`config.mk`:
```
export PLATFORM = sky130hd
export DESIGN_NAME = spi_param_loader_flat
export DESIGN_NICKNAME = d
export VERILOG_FILES = /design/src/rtl/spi_param_loader_if.sv /design/src/rtl/spi_param_loader.sv /design/src/flat_wrapper.sv
export SDC_FILE = /design/constraint.sdc
export NUM_CORES = 1
export LEC_CHECK = 0
export ABC_AREA = 1
export BUFFER_PORTS_ARGS = -buffer_cell sky130_fd_sc_hd__clkbuf_2
export CAP_MARGIN = 0
export CORE_MARGIN = 5
export CORE_UTILIZATION = 50
export DETAILED_ROUTE_END_ITERATION = 8
export PLACE_DENSITY = 0.74
export SLEW_MARGIN = 30
export SYNTH_ARGS = -nofsm -noshare
export SYNTH_HDL_FRONTEND = slang
export SYNTH_SLANG_ARGS = --single-unit
```
`constraint.sdc`:
```
create_clock -name IO_main_clk -period 3 [get_ports IO_main_clk]
set_clock_uncertainty 0.15 [all_clocks]
set_input_delay 0.3 -clock IO_main_clk [delete_from_list [all_inputs] [get_ports IO_main_clk]]
set_output_delay 0.3 -clock IO_main_clk [all_outputs]
set_load 0.05 [all_outputs]
```
`src/rtl/spi_param_loader_if.sv`:
```
// SPI pin and user-memory write bundle for spi_param_loader.
// IO_SPI_miso exists only when SPI_MISO_EN is defined.
interface spi_param_loader_if #(
    parameter int unsigned ADDR_W = 10,
    parameter int unsigned DATA_W = 18
);
    logic              IO_SPI_cs;
    logic              IO_SPI_sck;
    logic              IO_SPI_mosi;
`ifdef SPI_MISO_EN
    logic              IO_SPI_miso;
`endif
    logic              IO_User_Mem_w_en;
    logic [ADDR_W-1:0] IO_User_Mem_w_addr;
    logic [DATA_W-1:0] IO_User_Mem_w_value;

    modport slave (
        input  IO_SPI_cs,
        input  IO_SPI_sck,
        input  IO_SPI_mosi,
`ifdef SPI_MISO_EN
        output IO_SPI_miso,
`endif
        output IO_User_Mem_w_en,
        output IO_User_Mem_w_addr,
        output IO_User_Mem_w_value
    );

    modport master (
        output IO_SPI_cs,
        output IO_SPI_sck,
        output IO_SPI_mosi,
`ifdef SPI_MISO_EN
        input  IO_SPI_miso,
`endif
        input  IO_User_Mem_w_en,
        input  IO_User_Mem_w_addr,
        input  IO_User_Mem_w_value
    );
endinterface

```
`src/rtl/spi_param_loader.sv`:
```
// Oversampled SPI slave turning burst parameter writes into single-cycle user-memory writes.
// Optional MISO link-test echo enabled by defining SPI_MISO_EN.
module spi_param_loader #(
    parameter int unsigned ADDR_W    = 10,
    parameter int unsigned DATA_W    = 18,
    parameter int unsigned WORD_BITS = 24,
    parameter logic [7:0]  CMD_WRITE = 8'h01
) (
    input  logic              IO_main_clk,
    input  logic              IO_rst_n,
    spi_param_loader_if.slave bus,
    output logic              frame_err,
    output logic              busy
);
    localparam int unsigned CNT_W   = $clog2(WORD_BITS + 1);
    localparam int unsigned SHIFT_W = (DATA_W > 16) ? DATA_W : 16;
    localparam logic [CNT_W-1:0] CNT_CMD_LAST  = CNT_W'(7);
    localparam logic [CNT_W-1:0] CNT_ADDR_LAST = CNT_W'(15);
    localparam logic [CNT_W-1:0] CNT_DATA_LAST = CNT_W'(WORD_BITS - 1);

    typedef enum logic [2:0] {StIdle, StCmd, StAddr, StData, StDiscard} state_e;

    state_e              r_state;
    state_e              w_state_next;
    logic [1:0]          r_cs_sync, r_sck_sync, r_mosi_sync;
    logic                r_cs_prev, r_sck_prev;
    logic [1:0]          r_flush;
    logic                r_armed;
    logic [CNT_W-1:0]    r_cnt;
    logic [SHIFT_W-1:0]  r_shift;
    logic [ADDR_W-1:0]   r_addr;
    logic                r_w_en;
    logic [ADDR_W-1:0]   r_w_addr;
    logic [DATA_W-1:0]   r_w_value;
    logic                r_frame_err;

    logic               w_cs_s, w_sck_s, w_mosi_s;
    logic               w_cs_fall, w_cs_rise, w_sck_rise;
    logic [SHIFT_W-1:0] w_shift_next;
    logic               w_clr, w_take, w_cnt_clr, w_err_set, w_addr_ld, w_word_done;
    logic               w_unused_shift_msb;

    assign w_cs_s       = r_cs_sync[1];
    assign w_sck_s      = r_sck_sync[1];
    assign w_mosi_s     = r_mosi_sync[1];
    // The synchroniser resets to cs=1, so a CS already low at reset must not look like a fall.
    assign w_cs_fall    = r_armed & r_cs_prev & ~w_cs_s;
    assign w_cs_rise    = ~r_cs_prev & w_cs_s;
    assign w_sck_rise   = ~r_sck_prev & w_sck_s;
    assign w_shift_next = {r_shift[SHIFT_W-2:0], w_mosi_s};
    assign w_unused_shift_msb = r_shift[SHIFT_W-1];

    always_ff @(posedge IO_main_clk) begin
        if (!IO_rst_n) r_state <= StIdle;
        else           r_state <= w_state_next;
    end

    always_comb begin
        w_state_next = r_state;
        w_clr        = 1'b0;
        w_take       = 1'b0;
        w_cnt_clr    = 1'b0;
        w_err_set    = 1'b0;
        w_addr_ld    = 1'b0;
        w_word_done  = 1'b0;
        if (w_cs_fall) begin
            w_state_next = StCmd;
            w_clr        = 1'b1;
        end else if (w_cs_rise) begin
            w_state_next = StIdle;
            if ((r_state == StCmd || r_state == StAddr || r_state == StData) && r_cnt != '0) begin
                w_err_set = 1'b1;
            end
        end else if (w_sck_rise) begin
            case (r_state)
                StCmd: begin
                    w_take = 1'b1;
                    if (r_cnt == CNT_CMD_LAST) begin
                        w_cnt_clr = 1'b1;
                        if (w_shift_next[7:0] == CMD_WRITE) begin
                            w_state_next = StAddr;
                        end else begin
                            w_state_next = StDiscard;
                            w_err_set    = 1'b1;
                        end
                    end
                end
                StAddr: begin
                    w_take = 1'b1;
                    if (r_cnt == CNT_ADDR_LAST) begin
                        w_cnt_clr    = 1'b1;
                        w_addr_ld    = 1'b1;
                        w_state_next = StData;
                    end
                end
                StData: begin
                    w_take = 1'b1;
                    if (r_cnt == CNT_DATA_LAST) begin
                        w_cnt_clr   = 1'b1;
                        w_word_done = 1'b1;
                    end
                end
                default: ;
            endcase
        end
    end

    always_ff @(posedge IO_main_clk) begin
        if (!IO_rst_n) begin
            r_cs_sync   <= 2'b11;
            r_sck_sync  <= 2'b00;
            r_mosi_sync <= 2'b00;
            r_cs_prev   <= 1'b1;
            r_sck_prev  <= 1'b0;
            r_flush     <= 2'b00;
            r_armed     <= 1'b0;
            r_cnt       <= '0;
            r_shift     <= '0;
            r_addr      <= '0;
            r_w_en      <= 1'b0;
            r_w_addr    <= '0;
            r_w_value   <= '0;
            r_frame_err <= 1'b0;
        end else begin
            r_cs_sync   <= {r_cs_sync[0], bus.IO_SPI_cs};
            r_sck_sync  <= {r_sck_sync[0], bus.IO_SPI_sck};
            r_mosi_sync <= {r_mosi_sync[0], bus.IO_SPI_mosi};
            r_cs_prev   <= w_cs_s;
            r_sck_prev  <= w_sck_s;
            r_flush     <= {r_flush[0], 1'b1};
            r_armed     <= r_armed | (r_flush[1] & w_cs_s);
            r_w_en      <= w_word_done;
            if (w_clr) begin
                r_frame_err <= 1'b0;
                r_cnt       <= '0;
                r_shift     <= '0;
            end else begin
                if (w_err_set) r_frame_err <= 1'b1;
                if (w_take) begin
                    r_shift <= w_shift_next;
                    r_cnt   <= w_cnt_clr ? '0 : r_cnt + 1'b1;
                end
            end
            if (w_addr_ld) r_addr <= w_shift_next[ADDR_W-1:0];
            if (w_word_done) begin
                r_w_addr  <= r_addr;
                r_w_value <= w_shift_next[DATA_W-1:0];
                r_addr    <= r_addr + 1'b1;
            end
        end
    end

`ifdef SPI_MISO_EN
    logic [7:0] r_echo;
    logic [7:0] r_miso_sr;
    logic       r_miso_load;
    logic       w_sck_fall;

    assign w_sck_fall = r_sck_prev & ~w_sck_s;

    // A completed byte is presented on the fall after its last rise, then shifted per fall.
    always_ff @(posedge IO_main_clk) begin
        if (!IO_rst_n) begin
            r_echo      <= '0;
            r_miso_sr   <= '0;
            r_miso_load <= 1'b0;
        end else if (w_cs_s) begin
            r_miso_sr   <= '0;
            r_miso_load <= 1'b0;
        end else if (w_take && r_cnt[2:0] == 3'd7) begin
            r_echo      <= w_shift_next[7:0];
            r_miso_load <= 1'b1;
        end else if (w_sck_fall) begin
            r_miso_sr   <= r_miso_load ? r_echo : {r_miso_sr[6:0], 1'b0};
            r_miso_load <= 1'b0;
        end
    end

    assign bus.IO_SPI_miso = r_miso_sr[7];
`endif

    assign bus.IO_User_Mem_w_en    = r_w_en;
    assign bus.IO_User_Mem_w_addr  = r_w_addr;
    assign bus.IO_User_Mem_w_value = r_w_value;
    assign frame_err               = r_frame_err;
    assign busy                    = (r_state != StIdle);
endmodule

```
`src/flat_wrapper.sv`:
```
// flat-port wrapper written by rule: the top's interface ports become plain ports
module spi_param_loader_flat 
#(
    parameter int unsigned ADDR_W    = 10,
    parameter int unsigned DATA_W    = 18,
    parameter int unsigned WORD_BITS = 24,
    parameter logic [7:0]  CMD_WRITE = 8'h01
)
  (IO_main_clk, IO_rst_n, frame_err, busy, bus_IO_SPI_cs, bus_IO_SPI_sck, bus_IO_SPI_mosi, bus_IO_User_Mem_w_en, bus_IO_User_Mem_w_addr, bus_IO_User_Mem_w_value);
  spi_param_loader_if #(.ADDR_W(ADDR_W), .DATA_W(DATA_W)) bus_i ();
  input  logic IO_main_clk;
  input  logic IO_rst_n;
  output logic frame_err;
  output logic busy;
  input wire logic [$bits(bus_i.IO_SPI_cs)-1:0] bus_IO_SPI_cs;
  input wire logic [$bits(bus_i.IO_SPI_sck)-1:0] bus_IO_SPI_sck;
  input wire logic [$bits(bus_i.IO_SPI_mosi)-1:0] bus_IO_SPI_mosi;
  output wire logic [$bits(bus_i.IO_User_Mem_w_en)-1:0] bus_IO_User_Mem_w_en;
  output wire logic [$bits(bus_i.IO_User_Mem_w_addr)-1:0] bus_IO_User_Mem_w_addr;
  output wire logic [$bits(bus_i.IO_User_Mem_w_value)-1:0] bus_IO_User_Mem_w_value;
  assign bus_i.IO_SPI_cs = bus_IO_SPI_cs;
  assign bus_i.IO_SPI_sck = bus_IO_SPI_sck;
  assign bus_i.IO_SPI_mosi = bus_IO_SPI_mosi;
  assign bus_IO_User_Mem_w_en = bus_i.IO_User_Mem_w_en;
  assign bus_IO_User_Mem_w_addr = bus_i.IO_User_Mem_w_addr;
  assign bus_IO_User_Mem_w_value = bus_i.IO_User_Mem_w_value;
  spi_param_loader #(.ADDR_W(ADDR_W), .DATA_W(DATA_W), .WORD_BITS(WORD_BITS), .CMD_WRITE(CMD_WRITE)) u_core (.IO_main_clk(IO_main_clk), .IO_rst_n(IO_rst_n), .bus(bus_i), .frame_err(frame_err), .busy(busy));
endmodule
```
Yosys cells after proc, flatten, opt, wreduce, memory -nomap -nowiden
Cells that the tools add are included.
{ "op_classes": {"add_sub_neg": 2, "n_eq_ne": 11, "muxes": 38, "n_bitwise": 10, "n_reduce_logical": 14} }
{ "op_table": {"columns": ["operator", "n"], "rows": [
  ["2-to-1 mux 1 bit", 30],
  ["2-to-1 mux 10 bit", 2],
  ["adder 10 x 1 -> 10 bit, second input constant", 1],
  ["2-to-1 mux 3 bit", 3],
  ["== test 8 x 1 -> 1 bit, second input constant", 1],
  ["!= test 4 x 2 -> 1 bit, second input constant", 2],
  ["AND reduction 4 bit", 2],
  ["== test 3 x 2 -> 1 bit, second input constant", 2],
  ["one-hot mux 3 bit (2 select lines)", 1],
  ["nonzero test 3 bit", 2],
  ["OR reduction 3 bit", 2],
  ["adder 5 x 1 -> 5 bit, second input constant", 1],
  ["AND 1 bit", 5],
  ["== test 5 x 3 -> 1 bit, second input constant", 1],
  ["== test 5 x 4 -> 1 bit, second input constant", 1],
  ["== test 5 bit, second input constant", 1],
  ["2-to-1 mux 5 bit", 1],
  ["nonzero test 5 bit", 1],
  ["!= test 2 bit, second input constant", 2],
  ["inverter 1 bit", 4],
  ["nonzero test 2 bit", 2],
  ["nonzero test 4 bit", 1],
  ["== test 3 x 1 -> 1 bit, second input constant", 1],
  ["one-hot mux 1 bit (3 select lines)", 1],
  ["4 further kinds", 5]
]} }
{ "totals": {"reg_bits": 76, "input_bits": 5} }

Logic depth before layout (Yosys ltp)
{ "depth": {"word_depth": 8, "ltp_mapped": 11, "ltp_nobuf": 10} }

Worst setup path after synthesis
OpenSTA, ideal clock, no wires.
{ "synth_timing": {"path_type": "register to register", "from": "register u_core.r_cnt[0]", "to": "register u_core.r_addr[9]", "setup_ns": 0.067, "arrival_ns": 1.562, "slack_ns": 1.220, "stages_incl_launch_ff": 12, "synth_period_minus_slack_ns": 1.780, "cell_sequence": "dfxtp_1 ha_1 nand2_1 nor2_1 ha_1 nand4_1 nand2_1 nand2_2 buf_6 nor2_1 nand2_1 a21oi_2"} }
{ "synth_via": {"elab_chain_len": 7, "word_cells_on_any_way": 14, "cone_classes": "2 x eq/ne; 11 x mux; 1 x reduce/logical"} }
{ "synth_rtl": {"columns": ["element", "line_no", "rtl"], "rows": [
  ["from (decl)", "spi_param_loader.sv:29", "logic [CNT_W-1:0] r_cnt;"],
  ["from (signal assigned)", "spi_param_loader.sv:141", "r_cnt <= w_cnt_clr ? '0 : r_cnt + 1'b1;"],
  ["== test 5 bit or == test 5 x 4 -> 1 bit (tied branches)", "spi_param_loader.sv:98, spi_param_loader.sv:90", null],
  ["2-to-1 mux 1 bit (on tied branches)", "spi_param_loader.sv:98, spi_param_loader.sv:90", null],
  ["2-to-1 mux 1 bit", "spi_param_loader.sv:75", "case (r_state)"],
  ["2-to-1 mux 1 bit", "spi_param_loader.sv:74", "end else if (w_sck_rise) begin"],
  ["2-to-1 mux 1 bit", "spi_param_loader.sv:69", "end else if (w_cs_rise) begin"],
  ["2-to-1 mux 1 bit", "spi_param_loader.sv:66", "if (w_cs_fall) begin"],
  ["2-to-1 mux 10 bit or nonzero test 2 bit (tied branches)", null, null],
  ["to (signal assigned)", "spi_param_loader.sv:144", "if (w_addr_ld) r_addr <= w_shift_next[ADDR_W-1:0];"],
  ["to (signal assigned)", "spi_param_loader.sv:148", "r_addr <= r_addr + 1'b1;"],
  ["to (decl)", "spi_param_loader.sv:31", "logic [ADDR_W-1:0] r_addr;"]
]} }
Several ways; a longest one is shown, not always the timed one.
A chain may end at the register's enable or synchronous reset.

Worst setup path after layout
{ "layout_timing": {"from": "register u_core.r_cnt[1]", "to": "register u_core.r_addr[0]"} }
Same word-level chain as after synthesis.

==> results.py <==
metrics = {
    "status": {
        "run_status": "completed",
    },
    "setup_path": {
        "critical_path.reg2reg.endpoint": "u_core.r_addr[0]",
        "critical_path.reg2reg.startpoint": "u_core.r_cnt[1]",
        "worst_ep_arrival_time_ns": 2.22,
        "critical_path.endpoint_type": "flip-flop",
        "crit_type": "reg2reg",
        "worst_r2r_path_depth": 10,
        "startpoint_type": "flip-flop",
        "cp_data_required_time_ns": 3.11,
        "crit_fanout": 54,
        "critPathLaunch": "u_core.r_cnt[1]",
        "rrSetupSlack_ns": 0.89,
    },
    "sta": {
        "fmax_ghz": 0.474,
        "totalNegativeSetupSlack_ns": 0,
        "timing.hold.ws_ns": 0.269,
        "finalCritPeriodShare": 0.703,
        "final_period_minus_worst_setup_slack_ns": 2.11,
        "setup_repair_after_global_routing_missed_its_margin": "false",
        "final_hold_viol_count": 0,
        "maxSlewHeadroom": 0.599,
        "finalSetupViolCount": 0,
        "timing_max_transition_violations_final": 0,
        "slew_of_the_pin_with_the_lowest_slew_margin_ns": 0.601,
    },
    "clock_network": {
        "clock_tree.buffer_depth": 2,
        "cts_tree": "yes",
        "cts_setup_buffers": 0,
        "worst_skew_pair.late_latency_ns": 0.36,
        "cts.htree.levels": 3,
        "cts_buf_count": 9,
        "postCtsResizedCells": 0,
        "worst_setup_hold_path_clk_slew_ns": 0.08,
        "cts.sinks": 76,
        "cts_root_buffer": "clkbuf_8",
    },
    "floorplanning": {
        "initial_core_util": 0.511,
        "placement_rows": 29,
        "design.die.area_um2": 8110,
        "core_um2": 6280,
        "die_y_um": 90.1,
        "chipWidth_um": 90.1,
        "pin_count": 36,
    },
    "yosys": {
        "synthesis.nets": 429,
        "synth.avg_cell_area_um2": 7.63,
        "synth-edff-count": 0,
        "yosysWarningCount": 0,
        "synth_largest_area_cell": "dfxtp_1",
        "synth_top_cells_by_count": "dfxtp_1, nand2_1, nor2_1",
        "asyncSetResetFlopFracSynth": 0,
        "synth.distinct_cells": 31,
        "synth-seq-cells": 76,
        "synth_top_flop_cell": "dfxtp_1",
        "synth.top_cell.area_share": 0.475,
        "synth.cell_area_um2": 3210,
        "synth.yosys.seq_area_share": 0.475,
        "yosysMostFrequentCell": "dfxtp_1",
        "cells_taking_the_most_area_after_synthesis": "dfxtp_1, nand2_1, nor2_1",
        "synthesis.instances": 420,
    },
    "layout": {
        "antenna_cells": 0,
        "final_layout_size_suffix_gt1_frac": 0.165,
        "layout-area-overhead-vs-synth_pct": 13.3,
        "finish.net_count": 464,
    },
    "hold_path": {
        "worst_hold_path.endpoint": "u_core.r_flush[1]",
        "min_path_type": "reg2reg",
        "hold_path_depth": 2,
        "min-delay-start": "u_core.r_flush[0]",
    },
    "power": {
        "cellPowerDensity_nw_per_um2": 540,
        "peak_vdd_ir_v": 0.000430,
        "leakage_power_summed_over_all_cells_nw": 1.68,
    },
    "global_routing": {
        "grt_overflow_total": 0,
        "global_route_wire_length_before_repair_um": 11700,
        "grt_antenna_before_repair": 0,
        "grt_overall_usage": 0.173,
        "grt_pass1_vias": 2492,
        "grt_start_max_net_pins": 55,
    },
    "detailed_routing": {
        "routedWlPerCell_um": 12.7,
        "via_per_inst": 5.07,
        "totalWireLength_um": 6840,
        "drt_first_iter_violations": 167,
        "post-route-drc-count": 0,
        "dr_vias": 2722,
        "antenna_violating_nets_post_route": 0,
        "first_pass_iters": 5,
    },
    "job": {
        "drv_cap": 0,
    },
    "placed_design": {
        "routability_cong": 0.877,
        "dpl.hpwl_um": 4610,
        "numPortBuffers": 35,
    },
}
-- per-stage QoR --
step / utilization / instance area, µm² / power, W / setup WS [ns] / cells
after floorplan: - / 3210 / 0.00108 / 1.22 / 420
after global placement: 0.536 / 3360 / 0.00109 / 0.961 / 517
after detailed placement: 0.536 / 3360 / 0.00109 / 0.863 / 517
after CTS: 0.578 / 3630 / 0.00197 / 0.870 / 537
after global routing: 0.578 / 3630 / 0.00203 / 0.703 / 537
final: 0.578 / 3630 / 0.00196 / 0.892 / 537
-- final cells by class --
type                    count  area, µm²
multi-input cells         280       1380
flip-flops and latches     76       1520
fillers                   584       2650
clock buffers               9        124
repair buffers             40        223
well taps                  77       96.3
clock inverters             7        103
inverters                  48        183
-- power by group --
group,internal [W],switching (W)
registers,0.00102,0.00000475
logic,0.0000160,0.0000327
clock network,0.000480,0.000413
total,0.00151,0.000450
-- flip-flops by register name, indices dropped and copies added, names as in the netlist, 2 cells and up --
| register | flops |
|---|---|
| u_core.r_state | 3 |
| u_core.r_addr | 10 |
| u_core.r_shift | 17 |
| u_core.r_mosi_sync | 2 |
| u_core.r_cs_sync | 2 |
| u_core.r_flush | 2 |
| u_core.bus.IO_User_Mem_w_value | 18 |
| u_core.r_cnt | 5 |
| u_core.r_sck_sync | 2 |
| u_core.bus.IO_User_Mem_w_addr | 10 |
-- repair_timing --
| action | CTS | global route |
|---|---|---|
| hold endpoints to repair | 4 | 0 |
| hold buffers | 4 | 0 |
| setup endpoints to repair | 0 | 0 |
-- per-layer routing --
layer	vias to the layer above	routed length, µm	GRT usage
li1	1422	-	-
met1	1232	3340	0.223
met2	57	3120	0.276
met3	11	265	0.0467
met4	0	114	0.0670
met5	-	0	0
-- worst max path at each step --
stage | end | slack (ns) | cells past startpoint
final | u_core.r_addr[0] | 0.89 | 10
after global routing | u_core.r_addr[0] | 0.70 | 10
after CTS | u_core.r_addr[0] | 0.87 | 10
after detailed placement | u_core.r_addr[0] | 0.86 | 10
after global placement | u_core.r_addr[0] | 0.96 | 10
after floorplan | u_core.r_addr[9] | 1.22 | 11
-- worst max-delay path, cell delays in order, from the launching register on --
cell and delay, ns:
dfxtp_1 0.36, ha_1 0.20, nand2_1 0.09, nor2_2 0.17
nand2_4 0.14, nor2_8 0.51, nand2_1 0.13, o21ai_0 0.11
nand2_1 0.07, nand2_1 0.06, inv_1 0.03
-- cell usage in the layout (no fill, tap or decap), drive strengths merged --
cell and instances:
nand3 19, nand2 71, a21oi 46, dfxtp 76, buf 1, clkbuf 44
bufinv 2, or2 2, a21boi 1, o22ai 1, xor2 3, clkinvlp 1
o21ai 53, nor2 73, nor3 2, nand4 5, dlygate4sd3 4, ha 4
inv 52
-- cell families after synthesis --
family / Yosys count / share of synthesized area
AOI/OAI and AO/OA: 101 / 0.166
xor gates and xnor gates: 3 / 0.00820
adders and majority gates: 4 / 0.0156
buffers and inverters: 64 / 0.0945
DFF: 76 / 0.475
and+or+nand+nor: 172 / 0.241
No activity file was read; power rests on OpenSTA's default activity.
